--- config.mk ---
export PLATFORM = sky130hd
export DESIGN_NAME = maxpool3x3_ctrl_flat
export DESIGN_NICKNAME = d
export VERILOG_FILES = /design/src/rtl/maxpool3x3_ctrl_if.sv /design/src/rtl/maxpool3x3_ctrl.sv /design/src/flat_wrapper.sv
export SDC_FILE = /design/constraint.sdc
export NUM_CORES = 1
export LEC_CHECK = 0
export ABC_AREA = 1
export BUFFER_PORTS_ARGS = -buffer_cell sky130_fd_sc_hd__clkbuf_2
export CORE_UTILIZATION = 51
export CTS_BUF_LIST = sky130_fd_sc_hd__clkbuf_8
export CTS_CLUSTER_SIZE = 25
export DETAILED_ROUTE_END_ITERATION = 10
export GPL_TIMING_DRIVEN = 1
export PLACE_DENSITY_LB_ADDON = 0.1
export SYNTH_ARGS = -nofsm -noshare
export SYNTH_HDL_FRONTEND = slang
export SYNTH_SLANG_ARGS = --single-unit
--- constraint.sdc ---
create_clock -name clk -period 3.6 [get_ports clk]
set_input_delay 0.18 -clock clk [delete_from_list [all_inputs] [get_ports clk]]
set_output_delay 0.18 -clock clk [all_outputs]
set_load 0.02 [all_outputs]
--- src/rtl/maxpool3x3_ctrl_if.sv ---
// Bus bundle for the 3x3 stride-2 max-pool sequencer: control, input-memory
// read port, output-memory write port and an FSM state tap.
interface maxpool3x3_ctrl_if #(
    parameter int AW = 20,
    parameter int DW = 16
);
    logic          start;
    logic          busy;
    logic          done;
    logic          rd_en;
    logic [AW-1:0] rd_addr;
    logic [DW-1:0] rd_data;
    logic          wr_en;
    logic [AW-1:0] wr_addr;
    logic [DW-1:0] wr_data;
    logic [2:0]    state_dbg;

    // Strobes have no ready: each memory takes one access per rd_en/wr_en
    // cycle, and rd_data is valid exactly one cycle after its rd_en.
    modport master (
        input  start, rd_data,
        output busy, done, rd_en, rd_addr, wr_en, wr_addr, wr_data, state_dbg
    );

    modport slave (
        output start, rd_data,
        input  busy, done, rd_en, rd_addr, wr_en, wr_addr, wr_data, state_dbg
    );
endinterface

--- src/rtl/maxpool3x3_ctrl.sv ---
// 3x3 stride-2 max-pool sequencer over NUM_CH square feature maps with one shared
// signed comparator. Optional fused ReLU: define MAXPOOL_RELU_EN.
module maxpool3x3_ctrl #(
    parameter int IN_DIM = 111,
    parameter int NUM_CH = 64,
    parameter int DW     = 16,
    parameter int AW     = 20
) (
    input  logic                 clk,
    input  logic                 rst,
    maxpool3x3_ctrl_if.master    bus
);
    localparam int OUT_DIM  = (IN_DIM - 3) / 2 + 1;
    localparam int LAST_OFF = 2 * (OUT_DIM - 1);
    // Base-address jumps from the last window of a row / channel to the next one.
    localparam int ROW_STEP = 2 * IN_DIM - LAST_OFF;
    localparam int CH_STEP  = IN_DIM * IN_DIM - LAST_OFF * IN_DIM - LAST_OFF;
    localparam int CW       = (NUM_CH > 1) ? $clog2(NUM_CH) : 1;
    localparam int OW       = (OUT_DIM > 1) ? $clog2(OUT_DIM) : 1;

    typedef enum logic [2:0] {
        S_IDLE = 3'd0,
        S_RD   = 3'd1,
        S_LAST = 3'd2,
        S_WR   = 3'd3,
        S_DONE = 3'd4
    } state_t;

    state_t state, state_nx;

    logic [CW-1:0]        ch;
    logic [OW-1:0]        row_i, col_j;
    logic [1:0]           k, l;
    logic [AW-1:0]        win_base, next_base;
    logic [AW-1:0]        rd_addr_q, wr_addr_q, out_idx;
    logic                 rd_en_q, first_q;
    logic signed [DW-1:0] acc, din, cmp_base;
    logic                 last_win, last_tap;

    assign last_tap = (k == 2'd2) && (l == 2'd2);
    assign last_win = (ch == CW'(NUM_CH - 1)) && (row_i == OW'(OUT_DIM - 1)) &&
                      (col_j == OW'(OUT_DIM - 1));

    always_ff @(posedge clk) begin
        if (rst) state <= S_IDLE;
        else     state <= state_nx;
    end

    always_comb begin
        state_nx = state;
        case (state)
            S_IDLE: if (bus.start) state_nx = S_RD;
            S_RD:   if (last_tap) state_nx = S_LAST;
            S_LAST: state_nx = S_WR;
            S_WR:   state_nx = last_win ? S_DONE : S_RD;
            S_DONE: state_nx = S_IDLE;
            default: state_nx = S_IDLE;
        endcase
    end

    always_comb begin
        bus.busy  = (state != S_IDLE);
        bus.done  = (state == S_DONE);
        bus.rd_en = (state == S_RD);
        bus.wr_en = (state == S_WR);
    end

    assign bus.rd_addr   = rd_addr_q;
    assign bus.wr_addr   = wr_addr_q;
    assign bus.wr_data   = acc;
    assign bus.state_dbg = state;

    always_comb begin
        next_base = win_base + AW'(2);
        if (col_j == OW'(OUT_DIM - 1)) begin
            if (row_i == OW'(OUT_DIM - 1)) next_base = win_base + AW'(CH_STEP);
            else                           next_base = win_base + AW'(ROW_STEP);
        end
    end

    // First sample of a window replaces acc via cmp_base instead of competing with it.
    assign din = $signed(bus.rd_data);
    always_comb begin
        cmp_base = acc;
        if (first_q) begin
`ifdef MAXPOOL_RELU_EN
            cmp_base = '0;
`else
            cmp_base = din;
`endif
        end
    end

    always_ff @(posedge clk) begin
        if (rst) begin
            ch        <= '0;
            row_i     <= '0;
            col_j     <= '0;
            k         <= '0;
            l         <= '0;
            win_base  <= '0;
            rd_addr_q <= '0;
            wr_addr_q <= '0;
            out_idx   <= '0;
            rd_en_q   <= 1'b0;
            first_q   <= 1'b0;
            acc       <= '0;
        end else begin
            rd_en_q <= (state == S_RD);
            first_q <= (state == S_RD) && (k == 2'd0) && (l == 2'd0);
            case (state)
                S_IDLE: begin
                    if (bus.start) begin
                        ch        <= '0;
                        row_i     <= '0;
                        col_j     <= '0;
                        k         <= '0;
                        l         <= '0;
                        win_base  <= '0;
                        rd_addr_q <= '0;
                        out_idx   <= '0;
                    end
                end
                S_RD: begin
                    if (l == 2'd2) begin
                        l <= 2'd0;
                        k <= (k == 2'd2) ? 2'd0 : k + 2'd1;
                        if (k != 2'd2) rd_addr_q <= rd_addr_q + AW'(IN_DIM - 2);
                    end else begin
                        l         <= l + 2'd1;
                        rd_addr_q <= rd_addr_q + AW'(1);
                    end
                end
                S_LAST: wr_addr_q <= out_idx;
                S_WR: begin
                    out_idx <= out_idx + AW'(1);
                    if (!last_win) begin
                        win_base  <= next_base;
                        rd_addr_q <= next_base;
                        if (col_j == OW'(OUT_DIM - 1)) begin
                            col_j <= '0;
                            if (row_i == OW'(OUT_DIM - 1)) begin
                                row_i <= '0;
                                ch    <= ch + CW'(1);
                            end else begin
                                row_i <= row_i + OW'(1);
                            end
                        end else begin
                            col_j <= col_j + OW'(1);
                        end
                    end
                end
                default: ;
            endcase
            if (rd_en_q) acc <= (din > cmp_base) ? din : cmp_base;
        end
    end
endmodule
--- src/flat_wrapper.sv ---
// flat-port wrapper written by rule: the top's interface ports become plain ports
module maxpool3x3_ctrl_flat 
#(
    parameter int IN_DIM = 111,
    parameter int NUM_CH = 64,
    parameter int DW     = 16,
    parameter int AW     = 20
)
  (clk, rst, bus_start, bus_rd_data, bus_busy, bus_done, bus_rd_en, bus_rd_addr, bus_wr_en, bus_wr_addr, bus_wr_data, bus_state_dbg);
  maxpool3x3_ctrl_if #(.AW(AW), .DW(DW)) bus_i ();
  input  logic clk;
  input  logic rst;
  input wire logic [$bits(bus_i.start)-1:0] bus_start;
  input wire logic [$bits(bus_i.rd_data)-1:0] bus_rd_data;
  output wire logic [$bits(bus_i.busy)-1:0] bus_busy;
  output wire logic [$bits(bus_i.done)-1:0] bus_done;
  output wire logic [$bits(bus_i.rd_en)-1:0] bus_rd_en;
  output wire logic [$bits(bus_i.rd_addr)-1:0] bus_rd_addr;
  output wire logic [$bits(bus_i.wr_en)-1:0] bus_wr_en;
  output wire logic [$bits(bus_i.wr_addr)-1:0] bus_wr_addr;
  output wire logic [$bits(bus_i.wr_data)-1:0] bus_wr_data;
  output wire logic [$bits(bus_i.state_dbg)-1:0] bus_state_dbg;
  assign bus_i.start = bus_start;
  assign bus_i.rd_data = bus_rd_data;
  assign bus_busy = bus_i.busy;
  assign bus_done = bus_i.done;
  assign bus_rd_en = bus_i.rd_en;
  assign bus_rd_addr = bus_i.rd_addr;
  assign bus_wr_en = bus_i.wr_en;
  assign bus_wr_addr = bus_i.wr_addr;
  assign bus_wr_data = bus_i.wr_data;
  assign bus_state_dbg = bus_i.state_dbg;
  maxpool3x3_ctrl #(.IN_DIM(IN_DIM), .NUM_CH(NUM_CH), .DW(DW), .AW(AW)) u_core (.clk(clk), .rst(rst), .bus(bus_i));
endmodule
==> impl_metrics.toml <==
[finish]
nFillCells = 1372
seqCellArea_sq_mm = 0.00246
fin_area_sq_mm = 0.00829
stdcell_count = 1380
multi_input_area_sq_mm = 0.00423
antennaDiodeCount = 0
finish.utilization_pct = 59.2
drive_gt1_share_pct = 13.0
area_growth_pct = 12.1
nets = 1232

[timing]
period_share_pct = 75.3
fmax_mhz = 369
rsz0062_at_grt = "false"
tns_ps = 0
maxSlewViolCount = 0
fin_crit_ps = 2710
finClkSkew_ps = 14.3
final-hold-violation-count = 0
worst_pin_slew_ps = 815
max_slew_margin_pct = 45.6
finalSetupViolations = 0

[route]
drt_iter0_markers = 461
vias_per_cell = 5.39
drtPass1Iterations = 7
ant_nets = 0
wl_met3_um = 1170
wl_met2_um = 7790
wl_met1_um = 9400
highest-signal-layer = "met4"
vias = 7434
remaining_drc_errors = 0
wl_per_cell_um = 13.4
wl_um = 18500

[clocking]
tritoncts = "yes"
clk_pin_slew_ps = 80
ctsResizeCount = 0
insertion_delay_ps = 460
post_cts_buffers = 0
postCtsHoldBufs = 0
cts_buffers = 17
cts-root-buf = "clkbuf_8"
cts_htree_levels = 4
cts_num_sinks = 123
clock_path_buffers = 2

[placed_design]
gp_congestion = 0.882
dp.cells = 1349
port-buffer-count = 81
placed_area_sq_mm = 0.00791
hpwl_um = 13000

[run_status]
status = "finished clean"

[global_routing]
grt_pass1_vias = 6468
grt_usage_pct = 26.3
grt_pass1_wl_um = 31400
grt_overflow = 0
antenna_found_initial = 0
grt_max_degree = 46

[power]
finalPower_w = 0.00447
ir_drop_uv = 349
leakagePower_nw = 3.54
powerDensity_mw_per_mm2 = 539

[run]
max_cap_violations = 0

[synthesis]
synthArstFlopShare_pct = 0
synth_cell_types = 55
yosysSeqAreaShare_pct = 33.3
synth_area_sq_mm = 0.00739
synth_edf_count = 0
synth.avg_cell_area_sq_um = 6.59
yosysTopAreaCell = "dfxtp_1"
synthCells = 1121
synthTopCellsByCount = "257 x nand2_1, 125 x inv_1, 123 x dfxtp_1"
synth_area_leaders = "dfxtp_1 33%, nand2_1 13%, a21oi_1 7.0%"
post-synth-top-count-cell = "nand2_1"
ys.flop_type = "dfxtp_1"
syn_nets = 1165
yosys_warnings = 0
yosys.area.top_type_share_pct = 33.3
yosys_register_bits = 123

[critical_path]
cp_max_fo = 32
worstPathRequired_ps = 3980
end_kind = "flop"
crit_path_start_kind = "flop"
critPathKind = "flop to flop"
arrival_ps = 3090

[die]
dieArea_sq_mm = 0.0150
io_pins = 82
start_util_pct = 52.8
core_sq_mm = 0.0140
fp.dieH_um = 122
num_rows = 43
die_width_um = 122

[worst_hold_path]
hold_path_class = "input pin to flop"
power by group:
| group | switching (W) | total, W | internal (W) |
|---|---|---|---|
| clock network | 0.000595 | 0.00118 | 0.000583 |
| registers | 0.000211 | 0.00176 | 0.00155 |
| logic | 0.00103 | 0.00153 | 0.000499 |
| total | 0.00184 | 0.00447 | 0.00263 |
cell families after synthesis:
group           Yosys count  share of synthesized area (%)
compound gates          252                           18.8
xor+xnor                  9                           1.07
fa+ha+maj                25                           4.23
buf+inv                 175                           9.50
flops                   123                           33.3
simple gates            537                           33.0
worst max-delay path: stages (launching register included):
cell and delay, ps:
dfxtp_1 310, buf_4 270, o21ai_0 150, ha_1 350, nand2_1 90, nor3_1 260
nand2_1 110, nand3_1 100, nand3_1 510, nand2_1 230, nand3_1 90, a21oi_1 150
per-layer routing:
metal / global-route usage [%] / vias up
li1: - / 3912
met3: 4.69 / 15
met2: 39.3 / 208
met4: 7.70 / 0
met5: 0 / -
met1: 38.3 / 3299
metrics by stage:
step / hold slack [ps] / worst slack, ps
after floorplan: 437 / 1180
after global placement: 446 / 1000
after detailed placement: 458 / 902
after CTS: 123 / 897
after global routing: 175 / 558
final: 146 / 887
placed cells by master (no fill, tap or decap), drive strengths merged, types with 9 or more instances in the layout:
cell type	n
nor3	22
ha	25
nand4	33
clkbuf	100
clkinv	9
nand2	262
o21ai	106
inv	132
nand3	108
buf	9
nor2	99
dfxtp	123
a21oi	106
final cells by class:
type                            count  area share (%)
Inverter                          133            6.27
Clock buffer                       19            3.16
Clock inverter                     12            1.43
Multi-Input combinational cell    823            51.0
Timing Repair Buffer               90            5.71
Tap cell                          180            2.72
Sequential cell                   123            29.7
flip-flops by register name, indices dropped and copies added, names as in the netlist:
| name | count |
|---|---|
| u_core.bus.rd_addr | 20 |
| u_core.bus.state_dbg | 3 |
| u_core.bus.wr_addr | 20 |
| u_core.bus.wr_data | 16 |
| u_core.ch | 6 |
| u_core.col_j | 6 |
| u_core.first_q | 1 |
| u_core.k | 2 |
| u_core.l | 2 |
| u_core.out_idx | 20 |
| u_core.rd_en_q | 1 |
| u_core.row_i | 6 |
| u_core.win_base | 20 |
path summary, 6_finish.rpt:
kind	slack, ps	cells past startpoint	startpoint	endpoint
setup / recovery	890	11	u_core.first_q	u_core.bus.wr_data[11]
setup reg to reg	890	11	u_core.first_q	u_core.bus.wr_data[11]
hold / removal	150	5	bus_rd_data[2]	u_core.bus.wr_data[2]
hold reg to reg	460	2	u_core.ch[5]	u_core.ch[5]
(Power assumes the default switching activity.)
